`config.mk`:
```
export PLATFORM = sky130hd
export DESIGN_NAME = pixel_frame_packer
export DESIGN_NICKNAME = d
export VERILOG_FILES = /design/src/rtl/pixel_frame_packer.sv
export SDC_FILE = /design/constraint.sdc
export NUM_CORES = 2
export LEC_CHECK = 0
export ABC_AREA = 1
export CORE_ASPECT_RATIO = 2
export CORE_MARGIN = 2
export CORE_UTILIZATION = 25
export CTS_CLUSTER_DIAMETER = 150
export DETAILED_ROUTE_END_ITERATION = 10
export GPL_ROUTABILITY_DRIVEN = 0
export PLACE_DENSITY = 0.5
export SLEW_MARGIN = 10
export SYNTH_ARGS = -nofsm -noshare
export SYNTH_HDL_FRONTEND = slang
export SYNTH_SLANG_ARGS = --single-unit
```
`constraint.sdc`:
```
create_clock -name clk_i -period 3.2 [get_ports clk_i]
set_clock_uncertainty 0.15 [all_clocks]
set_input_delay 0.48 -clock clk_i [delete_from_list [all_inputs] [get_ports clk_i]]
set_output_delay 0.48 -clock clk_i [all_outputs]
set_load 0.01 [all_outputs]
```
`src/rtl/pixel_frame_packer.sv`:
```
// rtl/pixel_frame_packer.sv - binarises a grayscale pixel stream and packs ROWS*COLS bits per output frame
//
// Ports:
//   clk_i        clock, rising edge
//   reset_ni     asynchronous active-low reset
//   pix_valid_i  upstream pixel valid
//   pix_data_i   unsigned pixel value
//   pix_sof_i    first pixel of a frame, qualified by the pixel handshake
//   pix_ready_o  block can accept a pixel
//   valid_o      packed frame valid
//   data_o       packed frame, bit k = pixel k (k = row*COLS + col)
//   ready_i      downstream ready
//   resync_o     one-cycle pulse when a partial frame is discarded
//   frame_cnt_o  frames delivered, wraps 255 -> 0
module pixel_frame_packer #(
   parameter int ROWS   = 28,
   parameter int COLS   = 28,
   parameter int PIX_W  = 8,
   parameter int THRESH = 128
) (
   input  logic                   clk_i,
   input  logic                   reset_ni,
   input  logic                   pix_valid_i,
   input  logic [PIX_W-1:0]       pix_data_i,
   input  logic                   pix_sof_i,
   output logic                   pix_ready_o,
   output logic                   valid_o,
   output logic [ROWS*COLS-1:0]   data_o,
   input  logic                   ready_i,
   output logic                   resync_o,
   output logic [7:0]             frame_cnt_o
);

   localparam int N     = ROWS * COLS;
   localparam int IDX_W = $clog2(N);

   logic [N-1:0]     asm_q;
   logic [IDX_W-1:0] idx;
   logic             asm_full;

   logic             pix_bit;
   logic             accept;
   logic             drain;
   logic             do_resync;
   logic             do_last;
   logic             load_direct;
   logic             asm_full_n;
   logic [N-1:0]     frame_word;

   // Thresholds outside the pixel range are resolved at elaboration so the
   // compare never has to be wider than the pixel itself.
   generate
      if (THRESH <= 0) begin : g_thr_low
         assign pix_bit = 1'b1;
      end else if (THRESH > (2 ** PIX_W) - 1) begin : g_thr_high
         assign pix_bit = 1'b0;
      end else begin : g_thr_mid
         assign pix_bit = (pix_data_i >= PIX_W'(THRESH));
      end
   endgenerate

   always_comb begin
      accept      = pix_valid_i && pix_ready_o;
      drain       = valid_o && ready_i;
      // A SOF in the middle of a frame wins over completion, even at idx N-1.
      do_resync   = accept && pix_sof_i && (idx != '0);
      do_last     = accept && !do_resync && (idx == IDX_W'(N - 1));
      // The last bit bypasses the assembly buffer so the frame lands in one edge.
      frame_word         = asm_q;
      frame_word[N-1]    = pix_bit;
      load_direct = do_last && (!valid_o || ready_i);
      asm_full_n  = asm_full;
      if (asm_full && ready_i) begin
         asm_full_n = 1'b0;
      end
      if (do_last && !load_direct) begin
         asm_full_n = 1'b1;
      end
   end

   always_ff @(posedge clk_i or negedge reset_ni) begin
      if (!reset_ni) begin
         asm_q       <= '0;
         idx         <= '0;
         asm_full    <= 1'b0;
         pix_ready_o <= 1'b0;
         valid_o     <= 1'b0;
         data_o      <= '0;
         resync_o    <= 1'b0;
         frame_cnt_o <= '0;
      end else begin
         resync_o    <= do_resync;
         asm_full    <= asm_full_n;
         // Registered from the next-state of asm_full: no path from ready_i.
         pix_ready_o <= !asm_full_n;

         if (drain) begin
            frame_cnt_o <= frame_cnt_o + 8'd1;
         end

         if (accept) begin
            if (do_resync) begin
               asm_q[0] <= pix_bit;
               idx      <= IDX_W'(1);
            end else if (do_last) begin
               idx <= '0;
               if (!load_direct) begin
                  asm_q[N-1] <= pix_bit;
               end
            end else begin
               asm_q[idx] <= pix_bit;
               idx        <= idx + 1'b1;
            end
         end

         if (load_direct) begin
            data_o  <= frame_word;
            valid_o <= 1'b1;
         end else if (asm_full && ready_i) begin
            data_o  <= asm_q;
            valid_o <= 1'b1;
         end else if (drain) begin
            valid_o <= 1'b0;
         end
      end
   end

endmodule

```
After elaboration in Yosys (flattened, before gate mapping). Cells that the tools add are included.

Input bits: 13. Memory bits (read-only): 0. Memories kept: 0. Memory bits (writable): 0. Bits in latches: 0. Register bits: 1590.

Equal/unequal tests: 3. Reductions and logical operators: 21. Magnitude comparators: 3. Add/sub/neg operators: 2. Multiply operators: 0. Bitwise operators: 2. Shift operators: 0. Multiplexer cells: 16. Div/mod/pow operators: 0.

Operators with widths (count): 784-bit two-way mux (2); 784-bit bitwise mux (1); 10-bit two-way mux (2); 10-bit by 11-bit < comparator with 1-bit output (second input constant) (1); 10-bit by 1-bit adder with 10-bit output (second input constant) (1); 1-bit demux with 10-bit select (1); 10-bit equality test (second input constant) (1); 10-bit by 1-bit greater-or-equal comparator with 1-bit output (second input constant) (1); 1-bit logical AND (10); 1-bit two-way mux (10); 10-bit nonzero test (1); 8-bit by 1-bit adder with 8-bit output (second input constant) (1); 8-bit greater-or-equal comparator (second input constant) (1); 3-bit AND reduction (2); 1-bit logical NOT (4); 2-bit inequality test (second input constant) (2); 3-bit nonzero test (1); 1-bit NOT (2); 2-bit AND reduction (1); 2-bit nonzero test (1); 1-bit logical OR (1).

Logic depth before layout (Yosys ltp).
Depth in word-level cells: 11. Mapped depth: 14. Gate-level depth less buffers: 11.

Worst setup path after synthesis. Ideal clock, no wire load.

Path type: reg2reg. From: register idx[0]. To: register asm_q[128]. Slack: 1.034 ns. Data required time: 2.933 ns. Arrival time: 1.899 ns. Path buffers: 3. Cell stages (with the launch flop): 15. Setup time: 0.117 ns. Path through: dfrtp_1 > inv_1 > ha_1 > nand2_1 > nor2_1 > nand2_1 > nand2_2 > nand2_1 > nor2_2 > buf_6 > buf_6 > buf_2 > nand2_1 > nand2_1 > nand2_1.

Word-level cells in the longest chain between the ends: 7.

RTL lines: from (decl) (RTL line 38) `logic [IDX_W-1:0] idx;`; from (signal assigned) (RTL line 112) `idx <= idx + 1'b1;`; parallel branches: the longest is 7 deep, another holds 10-bit by 11-bit < comparator with 1-bit output; to (signal, indexed assignment) (RTL line 108) `asm_q[N-1] <= pix_bit;`; to (signal, indexed assignment) (RTL line 111) `asm_q[idx] <= pix_bit;`; to (decl) (RTL line 37) `logic [N-1:0] asm_q;`.

Parallel ways; which one is timed is not known. A chain may end at the register's enable or synchronous reset.

Final worst setup path.
From: register idx[0]. To: register asm_q[694].

Same word-level chain as after synthesis.

==> qor.csv <==
stage;metric;value;unit
run_status;status;completed;
cells_and_area;syn2layout_area_growth;26.6;%
power;netSwitchingFraction;0.266;
global_routing;grt_max_degree;127;
power;irDropWorstVdd;0.487;mV
synthesis;synth_edf_count;0;
cells_and_area;final_area;0.0886;mm2
drt;drt-initial-drc-count;5178;
drt;vias;61900;
critical_path;crit_path_max_incr_delay;550;ps
global_routing;grtUsageTotal;0.195;
synthesis;synth_seq_cells;1590;
sta;clock.fmax;338;MHz
sta;worstMarginPinSlew;1070;ps
sta;setup_ws;245;ps
critical_path;cp_max_fo;69;
sta;fin_setup_tns;0;ps
floorplan;die_w;378;um
power;intPower;32.6;mW
sta;relSlewSlack;0.289;
place;dp_hpwl;189000;um
critical_path;cp_data_arrival_time;3510;ps
place;dp_cells;13000;
clock_tree;htreeDepth;4;
synthesis;syn_inst;8759;
clock_tree;cts.repair.resized;0;
floorplan;die-area;0.285;mm2
clock_tree;clock_path_buffers;4;
sta;finalHoldViolations;0;
clock_tree;path_clk_slew;70;ps
drt;via_per_inst;4.67;
sta;holdWs;288;ps
place;dpl_cell_area;0.0831;mm2
sta;setup_viol_count_final;0;
drt;wl_per_cell;21.4;um
cells_and_area;final_cell_count_no_fill;13200;
drt;antenna_left;0;
clock_tree;clk_latency;810;ps
synthesis;async_reset_ff_frac;1.00;
floorplan;die_h;752;um
global_routing;grt_pass1_wl;416000;um
sta;layout_min_cycle_time;2950;ps
synthesis;syn_area;0.0700;mm2
drt;drcViolationCount;0;
floorplan;start_util;0.251;
synthesis;synth_area_per_cell;7.99;um2
global_routing;grt-ovfl-total;0;
sta;rsz0062_at_grt;no;
critical_path;cp_slowest_cell;buf_4;
place;place_ws;236;ps
critical_path;cp-end-kind;register;
clock_tree;cts.sinks;1590;
drt;wl;284000;um
power;p_clk_frac;0.456;
global_routing;antenna_found_initial;13;
sta;period_share;0.923;
power;powerDensity;501;mW/mm2
floorplan;num_rows;274;
power;leakage;43.8;nW
cells_and_area;nNetsFinal;9418;
sta;report.final.slew_viol_count;0;
drt;first_pass_iters;6;
power;comb_power_share;0.082;
critical_path;path_common_cell;nand2_1;
power;switchingPower;11.8;mW
power;power.total;44.4;mW
synthesis;yosys_warnings;0;
clock_tree;cts-root-buf;clkbuf_16;
floorplan;core-area;0.278;mm2
critical_path;path_buf_inv;3;
critical_path;path_cells;inv_1 -> ha_1 -> nand2_1 -> nor2_1 -> nand2_1 -> nand2_2 -> nand2_1 -> nor2_4 -> buf_12 -> buf_4 -> nand2_1 -> nand2_1 -> nand2_1;
critical_path;worst_setup_path_start_kind;register;
synthesis;synth_cell_types;28;
floorplan;ios;808;
place;io_buffers;800;
synthesis;ys_seq_area_frac;0.568;
critical_path;path_class;register to register;
global_routing;grt_pass1_vias;59700;
synthesis;synthFlopType;dfrtp_1;
synthesis;syn-num-nets;8777;
power;sequentialPowerShare;0.461;
min_path;hold_class;input pin to asynchronous set/reset pin;
clock_tree;post-cts-setup-buffers;0;
clock_tree;hold_buffers;2;
cells_and_area;drive_gt1_frac;0.0671;
clock_tree;tritoncts;yes;
clock_tree;numCtsBuffers;164;
job;drv_cap;0;
cells_and_area;finish.utilization;0.318;
critical_path;cp_data_required_time;3750;ps
critical_path;critical_path.top_delay_family;simple AND/OR/NAND/NOR gates;
-- per-layer routing --
layer | wire [um] | global-route usage | vias to the layer above
met5 | 47 | 0 | -
met3 | 16900 | 0.0279 | 454
met1 | 119000 | 0.252 | 30200
met4 | 14200 | 0.0863 | 6
met2 | 134000 | 0.322 | 2353
li1 | - | - | 28900
-- power groups by stage --
stage | registers [mW] | clock network (mW) | logic [mW]
detailed placement | 20.8 | 0 | 3.74
CTS | 20.4 | 20.8 | 3.75
global placement | 20.8 | 0 | 3.70
floorplan | 20.8 | 0 | 1.58
finish | 20.5 | 20.2 | 3.66
global route | 20.5 | 21.5 | 3.90
-- synthesized netlist by cell type, types with 5 or more instances --
cell	n	area, um2
o21ai_0	5	25.0
inv_1	74	278
nand3_1	1579	7900
clkbuf_1	296	1110
xor2_1	8	70.1
buf_1	27	101
buf_4	97	728
nor2_1	845	3170
ha_1	5	62.6
dfrtp_1	1590	39800
buf_2	166	831
nand2_1	3956	14800
buf_6	74	833
-- path summary, 6_finish.rpt --
path / slack, ps / from / cells after the start / to
setup reg to reg: 250 / idx[0] / 13 / asm_q[694]
hold / removal: 290 / reset_ni / 2 / data_o[597]
max in group asynchronous: 1640 / reset_ni / 3 / asm_q[402]
setup / recovery: 250 / idx[0] / 13 / asm_q[694]
min in group clk_i: 290 / pix_valid_i / 4 / idx[9]
hold reg to reg: 310 / asm_q[422] / 2 / data_o[422]
-- cell families (layout without fill, tap and decap cells) --
kind of cell,count (synthesis),in the layout,synth area share
multiplexers,1,1,0.000161
AND/OR/NAND/NOR,6395,6395,0.372
AO/OA/AOI/OAI,17,17,0.00129
buffers and inverters,740,1498,0.0558
adder cells (fa/ha/maj),5,5,0.000894
flip-flops,1590,1590,0.568
XOR/XNOR,11,11,0.00138
other,0,1,0
-- final cells by class --
class,count,area (um2)
timing repair buffer,1135,11900
fill,29100,190000
clock buffer,216,4570
sequential,1590,39800
multi-input combinational,6429,26400
inverter,80,317
clock inverter,67,908
tap,3726,4660
antenna,1,2.50
-- state kept, by name, summed over array words and instances (netlist names) --
name,count
frame_cnt_o,8
data_o,784
asm_full,1
pix_ready_o,1
resync_o,1
asm_q,784
valid_o,1
idx,10
-- cell usage in the layout (no fill, tap or decap), types with 5 or more instances in the layout --
cell type,synthesis,routed
nor2_1,845,845
dfrtp_1,1590,1590
inv_8,0,5
clkinvlp_4,0,5
clkbuf_1,296,25
buf_4,97,224
clkbuf_8,0,27
clkbuf_16,0,164
inv_1,74,53
buf_12,0,109
clkinv_2,0,40
ha_1,5,5
inv_2,3,10
nand2_1,3956,3942
o21ai_0,5,5
xor2_1,8,8
inv_6,0,6
nand3_1,1579,1579
nand2_4,2,15
clkdlybuf4s50_1,0,798
bufinv_16,0,18
No activity file was read; power rests on OpenSTA's default activity.
